===== src/rtl/fsm_bus_requester.sv =====
// Requester side of the req/gnt bus handshake: takes a beat-count/hold command,
// requests the bus, strobes one beat per granted cycle, then holds the grant.
module fsm_bus_requester #(
    parameter int LEN_W  = 4,
    parameter int HOLD_W = 3
) (
    input  logic              clk,
    input  logic              rst,
    input  logic              cmd_valid,
    output logic              cmd_ready,
    input  logic [LEN_W-1:0]  cmd_len,
    input  logic [HOLD_W-1:0] cmd_hold,
    output logic              req,
    input  logic              gnt,
    output logic              done,
    output logic              dly,
    output logic              beat,
    output logic [LEN_W-1:0]  beat_idx,
    output logic              busy
);

    typedef enum logic [1:0] {
        R_IDLE,
        R_REQ,
        R_XFER,
        R_HOLD
    } state_t;

    state_t            state_q;
    logic [LEN_W-1:0]  len_q;
    logic [LEN_W-1:0]  bcnt_q;
    logic [HOLD_W-1:0] hold_q;
    logic [HOLD_W-1:0] hcnt_q;

    logic inBurst;
    logic lastBeat;

    // done and dly are Mealy so the arbiter sees them in the same cycle as the grant.
    assign inBurst   = (state_q == R_REQ) || (state_q == R_XFER);
    assign beat      = gnt && inBurst;
    assign lastBeat  = beat && (bcnt_q == len_q);
    assign done      = lastBeat;
    assign dly       = (lastBeat && (hold_q != '0)) || ((state_q == R_HOLD) && (hcnt_q != '0));
    assign req       = (state_q == R_REQ);
    assign busy      = (state_q != R_IDLE);
    assign beat_idx  = bcnt_q;
    assign cmd_ready = (state_q == R_IDLE) && !rst;

    always_ff @(posedge clk or posedge rst) begin
        if (rst) begin
            state_q <= R_IDLE;
            len_q   <= '0;
            hold_q  <= '0;
            bcnt_q  <= '0;
            hcnt_q  <= '0;
        end else begin
            case (state_q)
                R_IDLE: begin
                    if (cmd_valid) begin
                        len_q   <= cmd_len;
                        hold_q  <= cmd_hold;
                        bcnt_q  <= '0;
                        state_q <= R_REQ;
                    end
                end
                R_REQ, R_XFER: begin
                    if (gnt) begin
                        // At full length this wraps to zero harmlessly on the last beat.
                        bcnt_q <= bcnt_q + LEN_W'(1);
                        if (bcnt_q == len_q) begin
                            if (hold_q == '0) begin
                                state_q <= R_IDLE;
                            end else begin
                                hcnt_q  <= hold_q - HOLD_W'(1);
                                state_q <= R_HOLD;
                            end
                        end else begin
                            state_q <= R_XFER;
                        end
                    end
                end
                R_HOLD: begin
                    if (hcnt_q == '0) begin
                        state_q <= R_IDLE;
                    end else begin
                        hcnt_q <= hcnt_q - HOLD_W'(1);
                    end
                end
                default: state_q <= R_IDLE;
            endcase
        end
    end

endmodule


===== config.mk =====
export PLATFORM = sky130hd
export DESIGN_NAME = fsm_bus_requester
export DESIGN_NICKNAME = d
export VERILOG_FILES = /design/src/rtl/fsm_bus_requester.sv
export SDC_FILE = /design/constraint.sdc
export NUM_CORES = 1
export LEC_CHECK = 0
export ABC_AREA = 0
export BUFFER_PORTS_ARGS = -buffer_cell sky130_fd_sc_hd__buf_4
export CAP_MARGIN = 20
export CORE_ASPECT_RATIO = 1.25
export CORE_MARGIN = 2
export CORE_UTILIZATION = 30
export CTS_CLUSTER_DIAMETER = 200
export CTS_CLUSTER_SIZE = 20
export DETAILED_ROUTE_END_ITERATION = 10
export SLEW_MARGIN = 20
export SYNTH_ARGS = -nofsm -noshare
export SYNTH_HDL_FRONTEND = slang
export SYNTH_SLANG_ARGS = --single-unit

===== constraint.sdc =====
create_clock -name clk -period 2.2 [get_ports clk]
set_input_delay 0.44 -clock clk [delete_from_list [all_inputs] [get_ports clk]]
set_output_delay 0.44 -clock clk [all_outputs]
set_load 0.03 [all_outputs]

==> flow_metrics.env <==
export IMPL_path_class="reg2out"
export IMPL_cp_slowest_stage_delay_ns=0.44
export IMPL_setup_tns_ns=0
export IMPL_dieArea_um2=3813
export IMPL_hold_viol_final=0
export IMPL_clock_skew_ns=0.001018
export IMPL_fmax_mhz=480.5
export IMPL_path_clk_slew_ns=0.06
export IMPL_antenna_found_initial=0
export IMPL_worst_pin_slew_ns=0.6327
export IMPL_finalSetupViolations=0
export IMPL_gp_congestion=0.7706
export IMPL_yosysUniqueCellTypes=36
export IMPL_syn_nets=113
export IMPL_synth_area_leader_cell="dfrtp_1"
export IMPL_num_rows=23
export IMPL_r2r_cells=6
export IMPL_dp_cells=155
export IMPL_synth_top_area_share_pct=40.05
export IMPL_hold_buffers=0
export IMPL_arrival_ns=1.64
export IMPL_synth_seq_cells=16
export IMPL_grt_use_total_pct=12.20
export IMPL_cp_start_kind="flip-flop"
export IMPL_path_depth=5
export IMPL_status="finished clean"
export IMPL_synth_cells=97
export IMPL_required_ns=1.76
export IMPL_drtPass1Iterations=4
export IMPL_synthToLayoutAreaGrowth_pct=25.66
export IMPL_timing_final_crit_share_pct=94.59
export IMPL_maxCapViolCount=0
export IMPL_wire_per_inst_um=13.59
export IMPL_fp_dieW_um=55.63
export IMPL_slowest_stage="dfrtp_1"
export IMPL_antenna_cells=0
export IMPL_fp_dieH_um=68.54
export IMPL_period_minus_slack_ns=2.081
export IMPL_start_util_pct=31.30
export IMPL_synthesis_area_um2=999.7
export IMPL_fin_nets=139
export IMPL_drive_gt1_share_pct=36.36
export IMPL_min_path_type="in2async"
export IMPL_synth_area_leaders="dfrtp_1 40%, mux2_2 7.9%, ha_1 6.3%"
export IMPL_wirelength_mm=2.147
export IMPL_ios=21
export IMPL_finalNonFillerCells=158
export IMPL_synth_warnings=0
export IMPL_nFillCells=324
export IMPL_p_per_area_nw_per_um2=1745
export IMPL_io_buffers=20
export IMPL_drcViolationCount=0
export IMPL_cts_path_max_buffers=2
export IMPL_numCtsBuffers=3
export IMPL_grt_overflow_total=0
export IMPL_via_per_inst=5.082
export IMPL_drt_initial_drc_count=9
export IMPL_post_dp_hpwl_mm=1.633
export IMPL_drv_slew=0
export IMPL_grt_first_pass_wirelength_mm=3.581
export IMPL_crit_path_end_kind="output port"
export IMPL_crit_chain="xnor2_1 > nand4_1 > or2_2 > o21ai_1 > buf_4"
export IMPL_cts_htree_levels=1
export IMPL_cts_root_buffer="clkbuf_8"
export IMPL_critPathMaxFanout=6
export IMPL_coreArea_um2=3194
export IMPL_via_count=803
export IMPL_clk_latency_ns=0.24
export IMPL_cts_tree="done"
export IMPL_grt_max_degree=17
export IMPL_rsz0062_at_grt="no"
export IMPL_worst_path_buf_inv=1
export IMPL_syn_avg_cell_area_um2=10.31
export IMPL_power_leakage_uw=0.0005636
export IMPL_ant_nets=0
export IMPL_ir_drop_mv=0.7077
export IMPL_first_global_vias=803
export IMPL_cts_sinks=16
export IMPL_synth_seq_area_share_pct=40.05
export IMPL_crit_family="simple AND/OR/NAND/NOR gates"
export IMPL_max_slew_margin_pct=57.77
-- cells in the mapped netlist --
library cell and count:
a32o_1 1, or4_1 1, mux2_2 7, mux2_4 1, or2_2 2, buf_4 1
o221ai_1 1, a22oi_1 1, nor2_1 5, o21ai_0 5, a31oi_1 1, xnor2_1 4
ha_1 5, inv_1 7, a21oi_1 2, o22ai_4 1, nor3_1 5, nor2b_4 1
o21ai_1 1, a22o_1 1, a21o_1 1, a31o_1 1, dfrtp_1 16, nand2_1 9
buf_6 1, nand2b_1 3, or3_1 1, o211ai_1 1, or4_4 1, nand4_1 2
a21oi_2 1, nor4b_1 1, o31ai_1 1, mux2i_1 3, nor3b_1 1, a221oi_2 1
-- area by class of cell --
class	count	area (um2)	share of cell area (%)
multi-input combinational	72	566.8	45.12
sequential	16	402.9	32.07
timing repair buffer	23	172.7	13.75
tap	37	46.29	3.685
clock buffer	3	41.29	3.287
inverter	7	26.28	2.092
-- flip-flops by register name, indices dropped and copies added, names as in the netlist --
register  cells
hcnt_q        3
beat_idx      4
len_q         4
state_q       2
hold_q        3
-- placed cells by master, fill, tap and decap left out, drive strengths merged, types with 2 or more instances in the layout --
master  netlist  layout
clkbuf        0       3
nor2          5       5
mux2i         3       3
dfrtp        16      16
nand4         2       2
mux2          8       8
nand2b        3       3
or2           2       2
ha            5       5
or4           2       2
xnor2         4       4
nand2         9       9
a21oi         3       3
buf           2      23
inv           7       7
nor3          5       5
o21ai         6       6
-- cell families (layout without fill, tap and decap cells) --
family,count (synthesis),count (layout),share of synthesized area (%)
adders and majority gates,5,5,6.258
buffers and inverters,9,33,4.506
and+or+nand+nor,32,32,17.65
muxes,11,11,12.39
DFF,16,16,40.05
xor gates and xnor gates,4,4,3.504
AOI/OAI and AO/OA,20,20,15.65
-- report_power, final --
part           switching [uW]  internal (uW)  total [uW]
Combinational             705            667        1370
Sequential                154            446         600
Clock                    98.3            121         220
-- layer usage --
metal	routed length, um	vias to the layer above	global-route usage (%)
met5	0	-	0
met4	29	0	6.402
met3	56	2	2.239
met2	1089	12	22.62
met1	971	389	13.47
li1	-	400	-
-- timing repair --
item / in CTS / in global routing
setup buffers: 0 / 0
setup endpoints to repair: 0 / 2
gates resized for setup: 0 / 3
-- through the flow --
stage | hold WS, ns | utilization [%] | cell area (um2) | setup slack [ns] | total power, uW
after global placement | 0.5020 | 37.56 | 1200 | 0.1255 | 1908
after global routing | 0.3425 | 39.33 | 1256 | 0.01768 | 2369
after detailed placement | 0.5192 | 37.56 | 1200 | 0.05839 | 1946
final | 0.2855 | 39.33 | 1256 | 0.1190 | 2192
after CTS | 0.3161 | 38.86 | 1241 | 0.05223 | 2170
after floorplan | 0.3537 | - | 999.7 | 0.01420 | 1610
-- worst paths after layout --
path                                  start           to  slack [ns]
max in group asynchronous               rst  beat_idx[1]        1.47
worst min register to register     len_q[3]     len_q[3]        0.53
worst min-delay path                    rst  beat_idx[3]        0.29
worst max register to register   state_q[0]    hcnt_q[0]        0.14
worst max-delay path            beat_idx[2]          dly        0.12
min in group clk                cmd_hold[1]    hold_q[1]        0.42
Note: power is estimated with default switching activity, not from simulation.
